===== src/rtl/pool_2x2_feeder.sv =====
// pool_2x2_feeder: raster-order front end for a 2x2 max-pooling stage.
// Even rows are captured into a one-row line buffer. During each odd row, the
// buffered upper pixel and the incoming lower pixel are presented to the
// pooler as a vertical pair. The pooler's registered result is returned one
// cycle after each odd-column pair, together with frame markers.
module pool_2x2_feeder #(
    parameter int IMG_W  = 24,
    parameter int IMG_H  = 24,
    parameter int DATA_W = 16
) (
    input  logic              clk,
    input  logic              rst,
    input  logic              flush,
    input  logic              in_valid,
    output logic              in_ready,
    input  logic [DATA_W-1:0] in_data,
    output logic [DATA_W-1:0] pool_a,
    output logic [DATA_W-1:0] pool_b,
    output logic              pool_store,
    input  logic [DATA_W-1:0] pool_result,
    output logic              out_valid,
    output logic [DATA_W-1:0] out_data,
    output logic              out_last,
    output logic              frame_done
);

    localparam int COL_W = $clog2(IMG_W);
    localparam int ROW_W = $clog2(IMG_H);

    typedef enum logic {
        ROW_EVEN = 1'b0,
        ROW_ODD  = 1'b1
    } state_t;

    state_t            state;
    logic [COL_W-1:0]  col;
    logic [ROW_W-1:0]  row;
    logic [DATA_W-1:0] linebuf [IMG_W];

    logic accept;
    logic col_end;
    logic row_end;
    logic odd_beat;

    // A beat is refused only in a cycle where reset or flush is asserted.
    // Because flush blocks acceptance, a pixel presented with flush is dropped.
    assign in_ready = ~(rst | flush);
    assign accept   = in_valid & in_ready;
    assign col_end  = (col == COL_W'(IMG_W - 1));
    assign row_end  = (row == ROW_W'(IMG_H - 1));
    assign odd_beat = accept & (state == ROW_ODD);

    // The pooler registers its own result, so the pooled pixel goes straight out.
    assign out_data = pool_result;

    // Present the (upper, lower) pair in the same cycle as the lower-row beat.
    always_comb begin
        // NOTE: every output receives a default first, so no path can leave one
        // unassigned and infer a latch.
        pool_a     = '0;
        pool_b     = '0;
        pool_store = 1'b0;
        if (odd_beat) begin
            pool_a     = linebuf[col];
            pool_b     = in_data;
            pool_store = ~col[0];
        end
    end

    // Capture the upper row of each row pair.
    // NOTE: the line buffer is deliberately left out of reset. Each even row
    // is fully rewritten before it is read, so stale contents are never used.
    always_ff @(posedge clk) begin
        if (accept && state == ROW_EVEN) begin
            linebuf[col] <= in_data;
        end
    end

    // Raster counters, row-pair FSM and registered output strobes.
    always_ff @(posedge clk) begin
        // NOTE: sequential state uses non-blocking assignments only, so each
        // register sees the values from before this edge, regardless of
        // statement order.
        if (rst || flush) begin
            state      <= ROW_EVEN;
            col        <= '0;
            row        <= '0;
            out_valid  <= 1'b0;
            out_last   <= 1'b0;
            frame_done <= 1'b0;
        end else begin
            // The pooler result for an odd-column pair is ready one cycle later.
            out_valid  <= odd_beat & col[0];
            out_last   <= odd_beat & col_end & row_end;
            frame_done <= odd_beat & col_end & row_end;
            if (accept) begin
                if (col_end) begin
                    col   <= '0;
                    row   <= row_end ? '0 : row + 1'b1;
                    state <= (state == ROW_EVEN) ? ROW_ODD : ROW_EVEN;
                end else begin
                    col <= col + 1'b1;
                end
            end
        end
    end

endmodule


===== config.mk =====
export PLATFORM = sky130hd
export DESIGN_NAME = pool_2x2_feeder
export DESIGN_NICKNAME = d
export VERILOG_FILES = /design/src/rtl/pool_2x2_feeder.sv
export SDC_FILE = /design/constraint.sdc
export NUM_CORES = 1
export LEC_CHECK = 0
export ABC_CLOCK_PERIOD_IN_PS = 4150
export BUFFER_PORTS_ARGS = -buffer_cell sky130_fd_sc_hd__buf_2
export CORE_MARGIN = 2
export CORE_UTILIZATION = 55
export DETAILED_ROUTE_END_ITERATION = 10
export PLACE_DENSITY_LB_ADDON = 0.25
export SLEW_MARGIN = 15
export SYNTH_ARGS = -nofsm -noshare
export SYNTH_HDL_FRONTEND = slang
export SYNTH_SLANG_ARGS = --single-unit
export TNS_END_PERCENT = 1

===== constraint.sdc =====
create_clock -name clk -period 4.15 [get_ports clk]
set_input_delay 0 -clock clk [delete_from_list [all_inputs] [get_ports clk]]
set_output_delay 0 -clock clk [all_outputs]
set_load 0.01 [all_outputs]

After elaboration in Yosys (flattened, before gate mapping)
Memory sizes are Yosys's and may differ from the RTL's. A register that Yosys moved wholly into a read port is not among the register bits.
Cells that the tools add are included.

operators by class
  bitwise logic cells = 9
  reductions and logical operators = 3
  mux-type cells = 10
  add/sub/neg operators = 2
  eq/ne operators = 2

operators with widths
  operator                                                        number
  16-bit two-way mux                                              2
  5-bit two-way mux                                               4
  5-bit by 1-bit adder with 5-bit output (second input constant)  2
  5-bit equality test (second input constant)                     2
  1-bit AND                                                       5
  1-bit two-way mux                                               4
  1-bit inverter                                                  3
  2-bit AND reduction                                             1
  1-bit logical AND                                               1
  1-bit logical OR                                                1
  1-bit OR                                                        1

word-level totals
  memories = 1
  input port bits = 36
  bits in registers = 13
  output and inout port bits = 53
  bits in writable memories = 384

memories
  memory   words  bits a word  rd ports  clocked after Yosys merged registers in  write ports  line  source
  linebuf  24     16           1         1                                        1            38    logic [DATA_W-1:0] linebuf [IMG_W];

Depth between registers and ports, before layout
  word-level depth = 6
  mapped depth = 7
  gate-level depth less buffers = 5

Least setup slack after synthesis
No wires, ideal clock.

  path type = reg2reg
  from = register col[2]
  to = memory linebuf[4][0] (enable)
  buffers on the path = 1
  required time = 3.762 ns
  period minus slack after synthesis = 2.064 ns
  data arrival time = 1.675 ns
  path slack = 2.086 ns
  stages on the path, launching flop included = 4
  cell sequence = dfxtp_1 buf_2 or3b_2 nor2_1

RTL lines
  what                    line  source
  from (decl)             36    logic [COL_W-1:0] col;
  from (signal assigned)  102   col <= col + 1'b1;
  to (decl)               38

No word-level cell before the write port.

==> metrics <==
Top delay family on crit path=flip-flops; setup bufs post-CTS=0; First-pass DRT Iterations=5; Routed WL per cell=28.12 µm; half-perimeter wire length after placement=21.04 mm; Post-Syn Area=15780 µm²; # diodes=0; syn nets=790; Area contributors post-synth=edfxtp_1, mux4_2, dfxtp_1, mux2i_1, mux4_1; critical-path cell list=buf_4 -> mux4_1 -> o22ai_1 -> nor3_1 -> buf_2; Die W=173.4 µm; Worst-Margin Slew=938.4 ps; # clock sinks=402; clock buffer depth=3; cell with the most instances after synthesis=edfxtp_1; Final nets=885; Rows=62; Peak supply drop=400.1 µV; critical path required time=4150 ps; DIE AREA=30060 µm²; Starting Density=0.5543; worst skew pair latency=530 ps; crit path DAT=2910 ps; critical path class=register to output pin; Post-synth ARST share=0; Clock Skew=10.62 ps; hold buffers post-CTS=20; CTS H-tree lvls=2; CP endpoint kind=output pin; GRT Util Overall=0.2410; via count=7715; Synth Flop Type=edfxtp_1; Tmin final=2907 ps; final hold viol count=0; Leak=5.729 nW; DRC=0; Max Slew Vio Count=0; fin crit share=0.7005; Final ANT Viol Nets=0; Synth area leader=edfxtp_1; number of synthesized flops with an enable pin=384; #FFs+latches synth=402; clock root buffer=clkbuf_16; antenna violations before repair=0; hold slack=0.003441 ps; number of global-route vias before repair=8108; top cells by count, synth=edfxtp_1, mux4_2, nor2_1, mux2i_1, buf_4; global-route wire length before repair=52.62 mm; die span in y=173.4 µm; top cell type's share of synthesized area=0.7307; layout cells sized above 1=0.2738; gpl congestion=0.8150; Final Routed Wirelength=35.35 mm; Yosys cell types=39; slowest CP cell=dfxtp_4; initial DRC count=819; Post-Syn Instances=748; Ys Warns=0; Ports=89; max_cap viols=0; Post-Syn Area per Cell=21.10 µm²; status=finished clean; Worst path max stage delay=680 ps; worst-path fanout max=28; grt ovf=0; worst relative slew slack=0.3729; largest net degree at the start of global routing=57; core area=28470 µm²; Max Fclk=344.0 MHz; post-cts resize count=0; crit path launch type=register; TritonCTS Buffers=40; vias per inst=6.138; Setup Viol. Count Final=0; CTS tree=built; unrepaired setup endpoints after global routing=false; PortBufs=56; Reg clk slew, reported paths=60 ps; Area Growth Syn to Fin=13.27%; setup TNS=0 ps; P per Cell Area=450.0 nW/µm²; HP Class=input port to output pin; sequential element share of the synthesized area=0.7535; Worst Path Buf+Inv=2
worst paths after layout:
path                                           from  slack (ps)  cells past startpoint                        to
worst max-delay path                       register        1240                      5                 pool_a[5]
worst min-delay path                 pool_result[4]       0.003                      0               out_data[4]
worst max register to register   state$_SDFFE_PP0P_        1780                      4  linebuf[2][10]$_DFFE_PP_
worst min register to register  row[1]$_SDFFE_PP0P_         480                      2       row[1]$_SDFFE_PP0P_
sequential cells by signal, summed over array words and instances (netlist names), named ones only:
register and flops:
row 5, linebuf 384, frame_done 1, out_valid 1
col 5, state 1
worst reg2reg max path: stages (launching register included):
cell and delay (ps):
dfxtp_1 510, nor2_1 320, nand2_1 210, nor2_1 650, buf_4 360
final cells by class:
cell class,count,area (µm²)
inverter,5,18.77
clock buffer,48,1052
sequential,402,11900
multi-input combinational,283,3468
fill,1919,10590
clock inverter,24,197.7
tap,384,480.5
timing repair buffer,111,755.7
kinds of logic after synthesis:
group / Yosys count / share of synthesized area
mux: 128 / 0.1599
xor+xnor: 6 / 0.003330
compound gates: 41 / 0.01847
fa+ha+maj: 6 / 0.004757
flops: 402 / 0.7535
simple gates: 102 / 0.03314
buf+inv: 63 / 0.02688
routing by layer:
metal / wire length [µm] / up-vias / part of all wire / GRT usage
met5: 0 / - / 0 / 0
met4: 1000 / 0 / 0.028 / 0.07627
met3: 2828 / 69 / 0.080 / 0.04868
met2: 17270 / 345 / 0.49 / 0.3930
met1: 14250 / 4029 / 0.40 / 0.3334
li1: - / 3272 / - / -
placed cells by master (no fill, tap or decap), types with 2 or more instances in the layout:
cell type	netlist	routed
o22ai_1	16	16
xnor2_1	2	2
dfxtp_4	0	3
a21oi_1	3	3
inv_1	5	5
nor2_1	38	37
bufinv_16	0	3
mux2i_1	32	32
dlygate4sd3_1	0	20
or3b_2	2	2
nor3_1	16	16
nand3_1	4	4
buf_4	26	34
xor2_1	4	4
ha_1	6	6
nand3b_1	2	2
dfxtp_1	18	15
buf_2	12	56
clkinvlp_4	0	2
nand4_1	2	2
mux4_2	85	85
clkbuf_1	9	7
o21ai_0	4	4
mux4_1	11	11
clkinv_2	0	5
inv_6	0	2
clkbuf_16	0	41
and3_1	16	16
edfxtp_1	384	384
nand2_1	11	11
a22o_1	16	16
clkinv_1	0	11
where the power goes:
part	switching (W)	internal [W]	total, W
Clock	0.00145	0.00200	0.00345
Sequential	0.00000796	0.00444	0.00445
Combinational	0.0000979	0.0000481	0.000146
Total	0.00156	0.00649	0.00804
through the flow:
| step | utilization | setup slack [ps] | power (W) | area (µm²) | std cells |
|---|---|---|---|---|---|
| 6_report | 0.6279 | 1243 | 0.008045 | 17880 | 1257 |
| 5_1_grt | 0.6279 | 1057 | 0.008252 | 17880 | 1257 |
| 4_1_cts | 0.6279 | 1167 | 0.008081 | 17880 | 1257 |
| 3_5_place_dp | 0.5770 | 1719 | 0.004671 | 16430 | 1165 |
| 3_3_place_gp | 0.5770 | 1737 | 0.004663 | 16430 | 1165 |
| 2_1_floorplan | - | 2086 | 0.004600 | 15780 | 748 |
(Power assumes the default switching activity.)
